### src/rtl/reg_write_arbiter_pkg.sv
// Shared definitions for the round-robin register write arbiter.
// State encoding is fixed so that other units can decode busy/idle consistently.
package reg_write_arbiter_pkg;

   typedef enum logic [1:0] {
      ST_IDLE  = 2'd0,
      ST_WRITE = 2'd1,
      ST_DONE  = 2'd2
   } arb_state_t;

endpackage

### src/rtl/reg_write_arbiter_rr_pick.sv
// Combinational round-robin picker: first set request at or above ptr, wrapping.
// The request vector is duplicated so the wrap-around becomes a plain priority search.
module rr_pick #(
   parameter int NUM_REQ = 4,
   parameter int IDX_W   = 2
) (
   input  logic [NUM_REQ-1:0] req,
   input  logic [IDX_W-1:0]   ptr,
   output logic [NUM_REQ-1:0] winner,
   output logic [IDX_W-1:0]   win_idx,
   output logic               any_req
);

   logic [2*NUM_REQ-1:0] dbl_req;
   logic [2*NUM_REQ-1:0] dbl_mask;
   logic [2*NUM_REQ-1:0] dbl_masked;
   logic                 found;

   // Masking below ptr in the lower copy leaves the upper copy to supply the wrapped candidates.
   always_comb begin
      dbl_req    = {req, req};
      dbl_mask   = {(2*NUM_REQ){1'b1}} << ptr;
      dbl_masked = dbl_req & dbl_mask;
      found      = 1'b0;
      win_idx    = '0;
      for (int j = 0; j < 2*NUM_REQ; j++) begin
         if (!found && dbl_masked[j]) begin
            found   = 1'b1;
            win_idx = (j >= NUM_REQ) ? IDX_W'(j - NUM_REQ) : IDX_W'(j);
         end
      end
   end

   assign any_req = |req;
   assign winner  = any_req ? (NUM_REQ'(1) << win_idx) : '0;

endmodule

### src/rtl/reg_write_arbiter.sv
// Round-robin arbiter sharing one enable-gated register among NUM_REQ writers.
// Each accepted request takes IDLE -> WRITE -> DONE, so at most one write per three cycles.
module reg_write_arbiter
   import reg_write_arbiter_pkg::*;
#(
   parameter int NUM_REQ = 4,
   parameter int DATA_W  = 8
) (
   input  logic                      clk,
   input  logic                      reset,
   input  logic [NUM_REQ-1:0]        req_i,
   input  logic [NUM_REQ*DATA_W-1:0] data_i,
   output logic [NUM_REQ-1:0]        gnt_o,
   output logic                      reg_en_o,
   output logic [DATA_W-1:0]         reg_d_o,
   output logic [NUM_REQ-1:0]        done_o,
   output logic                      busy_o
);

   localparam int IDX_W = (NUM_REQ > 1) ? $clog2(NUM_REQ) : 1;

   arb_state_t         state_q;
   arb_state_t         state_d;
   logic [IDX_W-1:0]   ptr_q;
   logic [IDX_W-1:0]   owner_q;
   logic [IDX_W-1:0]   win_idx;
   logic [DATA_W-1:0]  data_q;
   logic [NUM_REQ-1:0] win_onehot;
   logic [NUM_REQ-1:0] done_q;
   logic               any_req;
   logic               accept;

   rr_pick #(
      .NUM_REQ (NUM_REQ),
      .IDX_W   (IDX_W)
   ) u_pick (
      .req     (req_i),
      .ptr     (ptr_q),
      .winner  (win_onehot),
      .win_idx (win_idx),
      .any_req (any_req)
   );

   // Arbitration only happens in IDLE; requests seen while busy simply wait there.
   always_comb begin
      state_d = state_q;
      gnt_o   = '0;
      accept  = 1'b0;
      case (state_q)
         ST_IDLE: begin
            if (any_req) begin
               gnt_o   = win_onehot;
               accept  = 1'b1;
               state_d = ST_WRITE;
            end
         end
         ST_WRITE: state_d = ST_DONE;
         ST_DONE:  state_d = ST_IDLE;
         default:  state_d = ST_IDLE;
      endcase
   end

   // Data is captured on the grant edge so the requester may change it afterwards.
   always_ff @(posedge clk or posedge reset) begin
      if (reset) begin
         state_q <= ST_IDLE;
         ptr_q   <= '0;
         owner_q <= '0;
         data_q  <= '0;
         done_q  <= '0;
      end else begin
         state_q <= state_d;
         done_q  <= '0;
         if (accept) begin
            data_q  <= data_i[win_idx*DATA_W +: DATA_W];
            owner_q <= win_idx;
            ptr_q   <= (win_idx == IDX_W'(NUM_REQ-1)) ? '0 : win_idx + 1'b1;
         end
         if (state_q == ST_WRITE) begin
            done_q <= NUM_REQ'(1) << owner_q;
         end
      end
   end

   assign reg_en_o = (state_q == ST_WRITE);
   assign reg_d_o  = reg_en_o ? data_q : '0;
   assign done_o   = done_q;
   assign busy_o   = (state_q != ST_IDLE);

endmodule

### config.mk
export PLATFORM = sky130hd
export DESIGN_NAME = reg_write_arbiter
export DESIGN_NICKNAME = d
export VERILOG_FILES = /design/src/rtl/reg_write_arbiter_pkg.sv /design/src/rtl/reg_write_arbiter_rr_pick.sv /design/src/rtl/reg_write_arbiter.sv
export SDC_FILE = /design/constraint.sdc
export NUM_CORES = 1
export LEC_CHECK = 0
export BUFFER_PORTS_ARGS = -buffer_cell sky130_fd_sc_hd__buf_4
export CORE_MARGIN = 2
export CORE_UTILIZATION = 40
export CTS_BUF_LIST = sky130_fd_sc_hd__clkbuf_16
export CTS_CLUSTER_DIAMETER = 100
export DETAILED_ROUTE_END_ITERATION = 8
export PLACE_DENSITY_LB_ADDON = 0.1
export SETUP_SLACK_MARGIN = 0.5
export SYNTH_ARGS = -nofsm -noshare
export SYNTH_HDL_FRONTEND = slang
export SYNTH_SLANG_ARGS = --single-unit
export TNS_END_PERCENT = 50
### constraint.sdc
create_clock -name clk -period 2.3 [get_ports clk]
set_input_delay 0.575 -clock clk [delete_from_list [all_inputs] [get_ports clk]]
set_output_delay 0.575 -clock clk [all_outputs]
set_load 0.01 [all_outputs]
==> metrics.txt <==
status finished with violations; Final Total Pwr 0.00219 W; Placed Area 0.00159 mm^2; final WL 2700 um; final setup fails 4; Synth Area in XOR/XNOR 0%; pwr dens 1210 mW/mm^2; register area share after synthesis 41.9%; vias in the first global route 1002; Die W 55.8 um; worst skew pair latency between 0.2 and 0.3 ns; I/O pin cnt 56; violated checks setup timing; critical path fanouts, max 4; commonest non-fill, non-tap cell in the layout buf_4; worst-margin pin slew 0.665 ns; Synth Area in Compound Gates 11.9%; Post-Synth Simple-Gate Area 21.3%; final worst path period share 101%; Root Driver clkbuf_16; register clock-pin slew on the reported worst setup and hold paths approximately 0.050 ns; 1st-pass router iterations 4; Netlist cell types 26; synthesis-stage register bit count 18; Layout Utilization 72.0%; Num CTS Buffers 3; top cells by area, synth dfrtp_1 (42%), mux2i_1 (15%), and2_1 (7.0%); drt wl/cell about 13 um; starting density of the core between 40% and 50%; FMAX 431 MHz; Hold Path Class primary input to asynchronous set/reset pin; CP endpoint kind output pin; grt total ovfl 0; Iteration-0 DRC Markers 11; drt drc 0; Mapped Cells about 110; ant diodes 0; P_leak about 0.95 nW; min cycle time layout approximately 2.3 ns; Max-Cap Viols 0; port buffer count 55; GP Congestion 0.807; DP Wirelength 2000 um; initial antenna violation count 0; Core Box Area 0.00252 mm^2; die area 0.00312 mm^2; crit path kind primary input to output pin; mux contribution to synthesized area 14.9%; Syn Nets about 150; Max Buffers Root-to-Sink 2; GRT Total Usage 17.8%; Final Hold Fails 0; Max rail drop VDD about 0.00073 V; # clock sinks 18; Layout Cells excl Fill about 200; first-pass GRT wire length 4460 um; Layout Skew between 0.003 and 0.004 ns; H-tree depth 1; # placed instances a little under 200; Worst setup SP type primary input; area grow syn2layout 69.0%; Via Count 1019; RSZ-0062 raised after global routing true; CTS tree built; DR vias/cell 5.04; Worst Setup Slack, final -0.0181 ns; max_slew headroom 55.6%; largest net degree at the start of global routing 19; Mean Syn Cell Area 10.1 um^2; Synth Cell Area approximately 0.0011 mm^2; cts hold-fix bufs 0; critical path required time 1.73 ns; chip height 55.8 um; top cell type's share of synthesized area 41.9%; ANT nets after route 0; crit path DAT 1.74 ns; FP Rows 18; synthesis warning total 0; commonest non-fill, non-tap cells in the layout buf_4 (53), nand2_1 (18), dfrtp_1 (18); fin area around 0.0018 mm^2; max-slew violations 0; largest family of logic cells by synthesized area simple AND/OR/NAND/NOR gates; area share of fa/ha/maj cells after synthesis under 10%; Yosys top cell by area dfrtp_1; # nets final 215; share of cells above drive strength 1 between 50 and 60%
==> logic make-up after synthesis <==
family                     after synthesis
and+or+nand+nor                         43
adders and majority gates                4
AOI/OAI and AO/OA                       16
DFF                                     18
muxes                                   16
buffers and inverters                    9
==> worst max-delay path, cell delays in order <==
cell	delay, ns
buf_6	0.09
nor2b_4	0.12
a21o_1	0.16
a211o_4	0.38
inv_8	0.08
ha_4	0.12
and2_4	0.12
buf_6	0.09
==> power breakdown <==
part / switching, W / internal, W / total, W
Sequential: 0.000102 / 0.000460 / 0.000563
Combinational: 0.000587 / 0.000693 / 0.00128
Clock: 0.000116 / 0.000231 / 0.000347
Total: 0.000806 / 0.00138 / 0.00219
==> state kept, by name (all words and copies together), names as in the netlist <==
| signal | count |
|---|---|
| owner_q | 2 |
| data_q | 8 |
| done_o | 4 |
| ptr_q | 2 |
| state_q | 2 |
==> timing repair <==
item / in CTS / in global routing
cloned: 0 / 0
endpoints found under the setup margin: 21 / 21
buffers inserted: 3 / 0
resized for setup: 18 / 12
pin swaps: 6 / 3
==> synthesized netlist by cell type <==
library cell,n
a211o_1,1
a21o_1,2
a21oi_1,2
and2_1,12
and3_1,1
and3b_1,1
buf_12,1
buf_6,1
clkbuf_1,2
clkinv_1,1
dfrtp_1,18
ha_1,4
inv_1,4
mux2i_1,16
nand2_1,18
nand2b_1,1
nor2_1,3
nor2b_1,3
nor2b_4,1
nor3b_1,1
o21ai_0,1
o221ai_1,8
o31ai_1,1
o32a_2,1
or2_2,1
or2b_1,1
==> stage by stage <==
stage / worst slack [ns] / setup TNS (ns) / hold WS (ns)
after floorplan: 0.0457 / 0 / 0.418
after global placement: -0.135 / -0.405 / 0.435
after detailed placement: -0.169 / -0.488 / 0.448
after CTS: -0.0369 / -0.130 / 0.458
after global routing: -0.0630 / -0.205 / 0.499
final: -0.0181 / -0.0475 / 0.429
==> routing by layer <==
metal	up-vias	GRT usage (%)	routed length, um
li1	503	-	-
met2	36	30.8	1410
met3	2	3.72	175
met4	0	4.76	10
met1	478	22.5	1100
met5	-	0	0
==> final cells by class <==
class / count / area, um^2
fillers: 183 / 706
multi-input cells: 79 / 673
repair buffers: 66 / 548
flip-flops and latches: 18 / 450
clock buffers: 3 / 75.1
well taps: 30 / 37.5
inverters: 5 / 28.8
clock inverters: 1 / 3.75
==> path summary, 6_finish.rpt <==
kind,startpoint,end,slack (ns),depth (start not counted)
worst min register to register,data_q[6],data_q[6],0.48,2
max in group asynchronous,reset,data_q[2],1.45,2
worst max register to register,state_q[1],data_q[1],0.56,6
worst min-delay path,reset,done_o[2],0.43,2
worst max-delay path,req_i[2],gnt_o[3],-0.02,8
min in group clk,data_q[6],data_q[6],0.48,2
Power figures use the tool's default switching activity.
